$ cat src/rtl/minmax_pkg.sv
// Shared definitions for the frame min/max tracker.
//   state_e     : FSM state encoding (IDLE / ACCUM / DONE)
//   *_DEF       : default sample width, frame length limit and count width
package minmax_pkg;

  typedef enum logic [1:0] {
    IDLE  = 2'd0,
    ACCUM = 2'd1,
    DONE  = 2'd2
  } state_e;

  localparam int WIDTH_DEF   = 4;
  localparam int MAX_LEN_DEF = 15;
  localparam int CNT_W_DEF   = 4;

endpackage : minmax_pkg

$ cat src/rtl/frame_minmax_tracker_cmp.sv
// signed_cmp: combinational two's-complement comparator built on a single
// subtractor d = a + ~b + 1. Overflow is the XOR of the carry into and the
// carry out of the sign bit, which corrects the sign of d when a - b
// leaves the representable range (e.g. 7 - (-8)).
// Ports:
//   a, b : signed operands, WIDTH bits
//   eq   : a == b
//   gt   : a >  b
//   lt   : a <  b
module signed_cmp #(
  parameter int WIDTH = 4
) (
  input  logic signed [WIDTH-1:0] a,
  input  logic signed [WIDTH-1:0] b,
  output logic                    eq,
  output logic                    gt,
  output logic                    lt
);

  logic [WIDTH:0]   full_sum;
  logic [WIDTH-1:0] low_sum;
  logic [WIDTH-1:0] diff;
  logic             carry_out;
  logic             carry_msb;
  logic             ovf;

  // Full-width subtract, plus a copy of the lower bits to recover the
  // carry into the MSB.
  assign full_sum  = {1'b0, a} + {1'b0, ~b} + {{WIDTH{1'b0}}, 1'b1};
  assign low_sum   = {1'b0, a[WIDTH-2:0]} + {1'b0, ~b[WIDTH-2:0]}
                   + {{(WIDTH-1){1'b0}}, 1'b1};
  assign diff      = full_sum[WIDTH-1:0];
  assign carry_out = full_sum[WIDTH];
  assign carry_msb = low_sum[WIDTH-1];
  assign ovf       = carry_msb ^ carry_out;

  assign eq = (diff == '0);
  assign lt = diff[WIDTH-1] ^ ovf;
  assign gt = ~eq & ~lt;

endmodule : signed_cmp

$ cat src/rtl/frame_minmax_tracker.sv
// frame_minmax_tracker: consumes a frame of signed samples over a
// valid/ready handshake, tracks the running max/min and the index of their
// first occurrence, and presents one result record per frame.
// Ports:
//   clk, rst_n          : clock (rising edge), async active-low reset
//   in_valid/in_ready   : input handshake, in_ready decoded from state only
//   in_data, in_last    : signed sample, final-sample-of-frame flag
//   out_valid/out_ready : result handshake, out_valid decoded from state only
//   max_val, min_val    : frame extremes
//   max_idx, min_idx    : 0-based position of first occurrence
//   count               : samples accepted in the frame
//   trunc               : frame closed by the length limit, not by in_last
module frame_minmax_tracker
  import minmax_pkg::*;
#(
  parameter int WIDTH   = WIDTH_DEF,
  parameter int MAX_LEN = MAX_LEN_DEF,
  parameter int CNT_W   = CNT_W_DEF
) (
  input  logic                    clk,
  input  logic                    rst_n,
  input  logic                    in_valid,
  output logic                    in_ready,
  input  logic signed [WIDTH-1:0] in_data,
  input  logic                    in_last,
  output logic                    out_valid,
  input  logic                    out_ready,
  output logic signed [WIDTH-1:0] max_val,
  output logic signed [WIDTH-1:0] min_val,
  output logic        [CNT_W-1:0] max_idx,
  output logic        [CNT_W-1:0] min_idx,
  output logic        [CNT_W-1:0] count,
  output logic                    trunc
);

  localparam logic [CNT_W-1:0] MAX_CNT  = CNT_W'(MAX_LEN);
  localparam bit               ONE_SHOT = (MAX_LEN == 1);

  state_e state_q, state_d;

  logic signed [WIDTH-1:0] max_q, max_d;
  logic signed [WIDTH-1:0] min_q, min_d;
  logic        [CNT_W-1:0] max_idx_q, max_idx_d;
  logic        [CNT_W-1:0] min_idx_q, min_idx_d;
  logic        [CNT_W-1:0] cnt_q, cnt_d;
  logic                    trunc_q, trunc_d;

  logic                    accept;
  logic        [CNT_W-1:0] cnt_inc;
  logic                    max_gt, max_eq, max_lt;
  logic                    min_gt, min_eq, min_lt;
  logic                    unused_cmp;

  assign accept  = in_valid && in_ready;
  assign cnt_inc = cnt_q + CNT_W'(1);

  signed_cmp #(.WIDTH(WIDTH)) u_cmp_max (
    .a  (in_data),
    .b  (max_q),
    .eq (max_eq),
    .gt (max_gt),
    .lt (max_lt)
  );

  signed_cmp #(.WIDTH(WIDTH)) u_cmp_min (
    .a  (in_data),
    .b  (min_q),
    .eq (min_eq),
    .gt (min_gt),
    .lt (min_lt)
  );

  assign unused_cmp = ^{max_eq, max_lt, min_eq, min_gt};

  // State register
  always_ff @(posedge clk or negedge rst_n) begin
    if (!rst_n) state_q <= IDLE;
    else        state_q <= state_d;
  end

  // Next-state logic
  always_comb begin
    state_d = state_q;
    unique case (state_q)
      IDLE: begin
        if (accept) state_d = (in_last || ONE_SHOT) ? DONE : ACCUM;
      end
      ACCUM: begin
        if (accept && (in_last || cnt_inc == MAX_CNT)) state_d = DONE;
      end
      DONE: begin
        if (out_ready) state_d = IDLE;
      end
      default: state_d = IDLE;
    endcase
  end

  // Handshake outputs depend on state only, never on in_valid/out_ready.
  always_comb begin
    in_ready  = (state_q != DONE);
    out_valid = (state_q == DONE);
  end

  // Result datapath next-state: first sample seeds, later samples compare
  // strictly so ties keep the first occurrence.
  always_comb begin
    max_d     = max_q;
    min_d     = min_q;
    max_idx_d = max_idx_q;
    min_idx_d = min_idx_q;
    cnt_d     = cnt_q;
    trunc_d   = trunc_q;
    if (accept) begin
      if (state_q == IDLE) begin
        max_d     = in_data;
        min_d     = in_data;
        max_idx_d = '0;
        min_idx_d = '0;
        cnt_d     = CNT_W'(1);
        trunc_d   = 1'b0;
      end else begin
        if (max_gt) begin
          max_d     = in_data;
          max_idx_d = cnt_q;
        end
        if (min_lt) begin
          min_d     = in_data;
          min_idx_d = cnt_q;
        end
        cnt_d   = cnt_inc;
        // in_last wins over the length limit when both land together.
        trunc_d = !in_last && (cnt_inc == MAX_CNT);
      end
    end
  end

  always_ff @(posedge clk or negedge rst_n) begin
    if (!rst_n) begin
      max_q     <= '0;
      min_q     <= '0;
      max_idx_q <= '0;
      min_idx_q <= '0;
      cnt_q     <= '0;
      trunc_q   <= 1'b0;
    end else begin
      max_q     <= max_d;
      min_q     <= min_d;
      max_idx_q <= max_idx_d;
      min_idx_q <= min_idx_d;
      cnt_q     <= cnt_d;
      trunc_q   <= trunc_d;
    end
  end

  assign max_val = max_q;
  assign min_val = min_q;
  assign max_idx = max_idx_q;
  assign min_idx = min_idx_q;
  assign count   = cnt_q;
  assign trunc   = trunc_q;

endmodule : frame_minmax_tracker
$ cat config.mk
export PLATFORM = sky130hd
export DESIGN_NAME = frame_minmax_tracker
export DESIGN_NICKNAME = d
export VERILOG_FILES = /design/src/rtl/minmax_pkg.sv /design/src/rtl/frame_minmax_tracker_cmp.sv /design/src/rtl/frame_minmax_tracker.sv
export SDC_FILE = /design/constraint.sdc
export NUM_CORES = 1
export LEC_CHECK = 0
export CAP_MARGIN = 20
export CELL_PAD_IN_SITES_DETAIL_PLACEMENT = 0
export CELL_PAD_IN_SITES_GLOBAL_PLACEMENT = 1
export CORE_MARGIN = 4
export CORE_UTILIZATION = 37
export DETAILED_ROUTE_END_ITERATION = 10
export GPL_TIMING_DRIVEN = 0
export PLACE_DENSITY_LB_ADDON = 0.15
export SYNTH_ARGS = -nofsm -noshare
export SYNTH_HDL_FRONTEND = slang
export SYNTH_SLANG_ARGS = --single-unit
$ cat constraint.sdc
create_clock -name clk -period 2.6 [get_ports clk]
set_input_delay 0.39 -clock clk [delete_from_list [all_inputs] [get_ports clk]]
set_output_delay 0.39 -clock clk [all_outputs]
set_load 0.05 [all_outputs]
; ---- After elaboration in Yosys (flattened, before gate mapping)
; Index checks and enable logic that the tools add are counted.
[word_totals]
rom_bits = 0
in_bits = 9
word_cells = 61
register_bits = 23
latch_bits = 0
out_inout_bits = 23
mem_bits_rw = 0
memories = 0
[classes]
multipliers = 0
addsub = 9
n_bitwise = 11
shifts = 0
div = 0
n_eq_ne = 7
n_reduce_logical = 12
muxes = 15
n_lt_le_gt_ge = 0
[ops]
columns = operator, n
row1 = 2-to-1 mux 4 bit, 9
row2 = "adder 4 x 1 -> 4 bit, second input constant", 3
row3 = adder 4 x 4 -> 5 bit, 2
row4 = "adder 5 x 1 -> 5 bit, second input constant", 2
row5 = adder 3 x 3 -> 4 bit, 2
row6 = 2-to-1 mux 2 bit, 4
row7 = inverter 4 bit, 2
row8 = "inequality test 2 bit, second input constant", 3
row9 = inverter 3 bit, 2
row10 = one-hot mux 2 bit (3 select lines), 1
row11 = "== test 4 bit, second input constant", 1
row12 = zero test 4 bit, 1
row13 = AND reduction 2 bit, 2
row14 = nonzero test 2 bit, 2
row15 = XOR 1 bit, 4
row16 = logical AND 1 bit, 3
row17 = AND reduction 3 bit, 1
row18 = "== test 2 x 1 -> 1 bit, second input constant", 1
row19 = "== test 2 bit, second input constant", 1
row20 = zero test 2 bit, 1
row21 = "inequality test 2 x 1 -> 1 bit, second input constant", 1
row22 = inverter 1 bit, 2
row23 = bitwise AND 1 bit, 1
row24 = zero test 1 bit, 1
row25 = 2 further kinds, 2

; ---- Longest topological paths before layout
[logic_depth]
word_depth = 9
ltp_mapped = 8
ltp_nobuf = 7

; ---- Modules after synthesis
; From an unflattened synthesis, not the netlist that was laid out.
[unflattened]
hier_cells = 144
area_unflattened_um2 = 1466.4
[by_module_without_submodules]
columns = module, area_per_inst_um2, cells_per_inst, seq_area_each_um2, n_inst
row1 = frame_minmax_tracker, 1103.6, 100, 575.6, 1
row2 = signed_cmp at u_cmp_max, 182.7, 22, 0.0, 1
row3 = signed_cmp at u_cmp_min, 180.2, 22, 0.0, 1

; ---- Least setup slack after synthesis
; OpenSTA, ideal clock, no wires.
[synth_path]
path_type = register -> register
from = register min_q[1], in the netlist min_val[1]
to = register min_q[0], in the netlist min_val[0]
t_arrival_ps = 2142
period_less_slack_ps = 2267
stages_incl_launch_ff = 7
setup_time_ps = 125
slack_ps = 333
required_time_ps = 2475
n_path_buf = 0
cell_sequence = dfrtp_1 -> inv_1 -> ha_1 -> a21o_1 -> a2111o_1 -> a21oi_4 -> mux2_2
[synth_via]
elab_chain_cells = 7
elab_cells_between_ends = 10
cone_classes = 4 x add/sub / 4 x bitwise / 2 x reduce/logical
[synth_lines]
columns = element, line
row1 = from (decl), frame_minmax_tracker.sv:42  ; logic signed [WIDTH-1:0] min_q, min_d;
row2 = from (signal assigned), frame_minmax_tracker.sv:147  ; min_q <= min_d;
row3 = inverter 4 bit or inverter 3 bit (tied branches), "frame_minmax_tracker_cmp.sv:29, frame_minmax_tracker_cmp.sv:30"
row4 = adder 4 x 4 -> 5 bit or adder 3 x 3 -> 4 bit (tied branches), "frame_minmax_tracker_cmp.sv:29, frame_minmax_tracker_cmp.sv:30"
row5 = adder 5 x 1 -> 5 bit or adder 4 x 1 -> 4 bit (tied branches), "frame_minmax_tracker_cmp.sv:29, frame_minmax_tracker_cmp.sv:31"
row6 = XOR 1 bit, frame_minmax_tracker_cmp.sv:35  ; assign ovf = carry_msb ^ carry_out;
row7 = XOR 1 bit (*), frame_minmax_tracker_cmp.sv:38  ; assign lt = diff[WIDTH-1] ^ ovf;
row8 = nonzero test 2 bit (no line) (*), --
row9 = AND reduction 2 bit (no line) (*), --
; Mark *: on every way between the ends. The rest lies on a longest branch, timed or not.
; A chain may end at the register's enable or synchronous reset.

; ---- Worst setup path after layout
[layout_path]
from = register state_q[0]
to = output port out_valid
[layout_via]
elab_chain_cells = 1
[layout_lines]
columns = element, line
row1 = from (decl), frame_minmax_tracker.sv:39  ; state_e state_q, state_d;
row2 = from (signal assigned), frame_minmax_tracker.sv:78  ; else state_q <= state_d;
row3 = == test 2 bit, frame_minmax_tracker.sv:101  ; out_valid = (state_q == DONE);
row4 = to (decl), frame_minmax_tracker.sv:26  ; output logic out_valid,
; No other way between the ends.

==> flow_metrics.py <==
metrics = {
    "clocking": {
        "cts-root-buf": "clkbuf_4",
        "cts_hold_buf": 0,
        "post-cts-setup-buffers": 0,
        "tritoncts": "done",
        "clkTransAtPathRegs_ns": 0.13,
        "cts.sinks": 23,
        "insertion_delay_ns": 0.32,
        "cts_buffer_depth": 2,
        "cts_buffers": 3,
        "h-tree-depth": 1,
        "post_cts_resized": 0,
    },
    "final_layout": {
        "area.growth.synth_to_final_pct": 32.6,
        "nets": 166,
        "final_cell_mix": "clkdlybuf4s50_1 (31), dfrtp_1 (23), mux2_2 (16)",
        "final.fill_count": 303,
        "layout_commonest_cell": "clkdlybuf4s50_1",
        "diodes": 0,
        "stdcell_count": 191,
        "seq_area_sq_um": 576,
        "multi_input_area_sq_um": 606,
        "final_core_util_pct": 52.5,
        "final_cell_area_sq_um": 1640,
        "drive_above_1_share_pct": 19.0,
    },
    "global_route": {
        "grt_pass1_vias": 1019,
        "grt_max_degree": 24,
        "grt_pass1_wl_um": 4550,
        "grt_antenna_before_repair": 0,
        "grt-ovfl-total": 0,
        "track_usage_pct": 13.7,
    },
    "logic_synthesis": {
        "synthCells": 111,
        "synth_cell_types": 32,
        "avgSynthCellArea_sq_um": 11.2,
        "yosys_register_bits": 23,
        "syn_nets": 129,
        "ys_seq_area_share_pct": 46.5,
        "synth_warnings": 0,
        "syn-cell-area_sq_um": 1240,
    },
    "worst_setup_path": {
        "cp-endpoint": "out_valid",
        "critPathLaunch": "state_q[0]",
        "worstPathRequired_ns": 2.21,
        "r2r_setup_slack_ns": 0.51,
        "cp_max_fo": 9,
        "cp.arrival_ns": 1.95,
        "timing.rr.start": "min_val[1]",
        "startpoint_type": "register",
        "crit_type": "register to output pin",
        "reg2reg_to": "min_idx[1]",
        "end_kind": "output pin",
        "reg2reg_depth": 6,
    },
    "placement": {
        "dp.cells": 186,
        "dpl_cell_area_sq_um": 1600,
        "gp_congestion": 0.756,
        "numPortBuffers": 31,
        "post-dp-hpwl_um": 2010,
    },
    "pwr": {
        "p_int_uw": 1010,
        "power_density_nw_per_um2": 1200,
        "power_frac_seq_pct": 30.2,
        "swShare_pct": 48.9,
        "clockPowerShare_pct": 8.6,
        "power.leakage_uw": 0.000755,
        "finalPower_uw": 1980,
        "ir_drop_uv": 652,
        "net-switching-power_uw": 969,
        "pwr-share-comb_pct": 61.1,
    },
    "timing": {
        "period_share_pct": 89.9,
        "finalMaxSlewViolations": 0,
        "period_needed_ns": 2.34,
        "max_slew_margin_pct": 63.7,
        "fmax_mhz": 428,
        "setup_viol": 0,
        "rsz0062_at_grt": "no",
        "finalClockSkew_ns": 0.00368,
        "totalNegativeSetupSlack_ns": 0,
        "hold_viol": 0,
        "tightest_slew_ns": 0.542,
    },
    "die": {
        "dieHeight_um": 65.9,
        "core_sq_um": 3130,
        "die_area_sq_um": 4340,
        "placementRows": 20,
        "initial_utilization_pct": 39.6,
        "io_pins": 32,
        "die_w_um": 65.9,
    },
    "routing": {
        "wl_per_cell_um": 13.8,
        "drtIter0Drc": 10,
        "vias": 955,
        "firstDrtPassIters": 4,
        "drtAntennaViolNets": 0,
        "finalWirelength_um": 2640,
        "vias_per_cell": 5.00,
        "route.detailed.drc": 0,
    },
    "flow_run": {
        "cap_violations": 0,
    },
    "min_path": {
        "hp-class": "input port to async pin",
    },
    "outcome": {
        "status": "finished clean",
    },
}
layer usage:
layer,GRT usage [%],routed length [um]
met5,0,0
met4,5.44,44
met3,2.72,91
met2,23.9,1350
met1,16.2,1150
synthesized netlist by cell type:
| master | number | area, sq um |
|---|---|---|
| nand2_1 | 6 | 22.5 |
| a21bo_2 | 1 | 10.0 |
| a22o_1 | 2 | 17.5 |
| a31oi_1 | 1 | 6.26 |
| o22ai_1 | 1 | 6.26 |
| nand3_1 | 3 | 15.0 |
| and2_1 | 1 | 6.26 |
| buf_2 | 1 | 5.00 |
| a21oi_4 | 1 | 16.3 |
| xnor2_1 | 1 | 8.76 |
| buf_4 | 1 | 7.51 |
| nand2b_1 | 3 | 18.8 |
| inv_1 | 12 | 45.0 |
| and2b_2 | 2 | 17.5 |
| and3_1 | 1 | 6.26 |
| o31ai_1 | 1 | 7.51 |
| nand2_2 | 1 | 6.26 |
| a21oi_1 | 6 | 30.0 |
| nor3_1 | 1 | 5.00 |
| a21o_1 | 1 | 7.51 |
| a211o_1 | 1 | 8.76 |
| o2111ai_1 | 1 | 8.76 |
| dfrtp_1 | 23 | 576 |
| nand3b_1 | 2 | 15.0 |
| ha_1 | 9 | 113 |
| nor2_1 | 5 | 18.8 |
| mux2_2 | 16 | 180 |
| nor4b_1 | 1 | 8.76 |
| a2111o_1 | 1 | 11.3 |
| o21ai_0 | 3 | 15.0 |
| and4_1 | 1 | 8.76 |
| o311a_1 | 1 | 10.0 |
power groups by stage:
stage,clock [uW],combinational (uW),sequential (uW)
final,171,1210,598
after global routing,195,1290,631
after CTS,181,1220,603
after detailed placement,0,1220,610
after global placement,0,1200,603
after floorplan,0,377,1060
state kept, by name, indices dropped and copies added, names as in the netlist:
signal and cells:
count 4, max_idx 4, max_val 4, min_idx 4
min_val 4, state_q 2, trunc 1
logic make-up after synthesis:
group | Yosys count | share of synthesized area [%]
compound gates | 21 | 12.5
xor+xnor | 1 | 0.707
simple gates | 27 | 12.0
flops | 23 | 46.5
buf+inv | 14 | 4.65
mux | 16 | 14.5
fa+ha+maj | 9 | 9.09
critical path: stages, from the launching register on:
cell and delay (ns):
dfrtp_1 0.39, buf_2 0.17, nand2b_1 0.21, inv_1 0.07
clkdlybuf4s50_1 0.79
how the worst min path moves through the flow:
stage	from	to	slack, ns	cells past startpoint
6_report	rst_n	max_idx[0]	0.36	1
3_3_place_gp	max_idx[3]	max_idx[3]	0.49	1
5_1_grt	rst_n	min_idx[1]	0.37	1
3_5_place_dp	max_idx[1]	max_idx[1]	0.50	1
2_1_floorplan	rst_n	count[0]	0.09	0
4_1_cts	max_idx[1]	max_idx[1]	0.53	1
layout make-up:
type | instances | share of cell area [%]
Timing Repair Buffer | 32 | 19.6
Clock inverter | 1 | 0.305
Tap cell | 44 | 3.35
Multi-Input combinational cell | 74 | 36.9
Sequential cell | 23 | 35.0
Clock buffer | 3 | 1.37
Buffer | 2 | 0.762
Inverter | 12 | 2.74
through the flow:
step	setup slack, ns	hold WS, ns
after floorplan	0.333	0.0944
after global placement	-0.000209	0.493
after detailed placement	-0.0430	0.496
after CTS	0.247	0.528
after global routing	0.172	0.370
final	0.262	0.360
(Power assumes the default switching activity.)
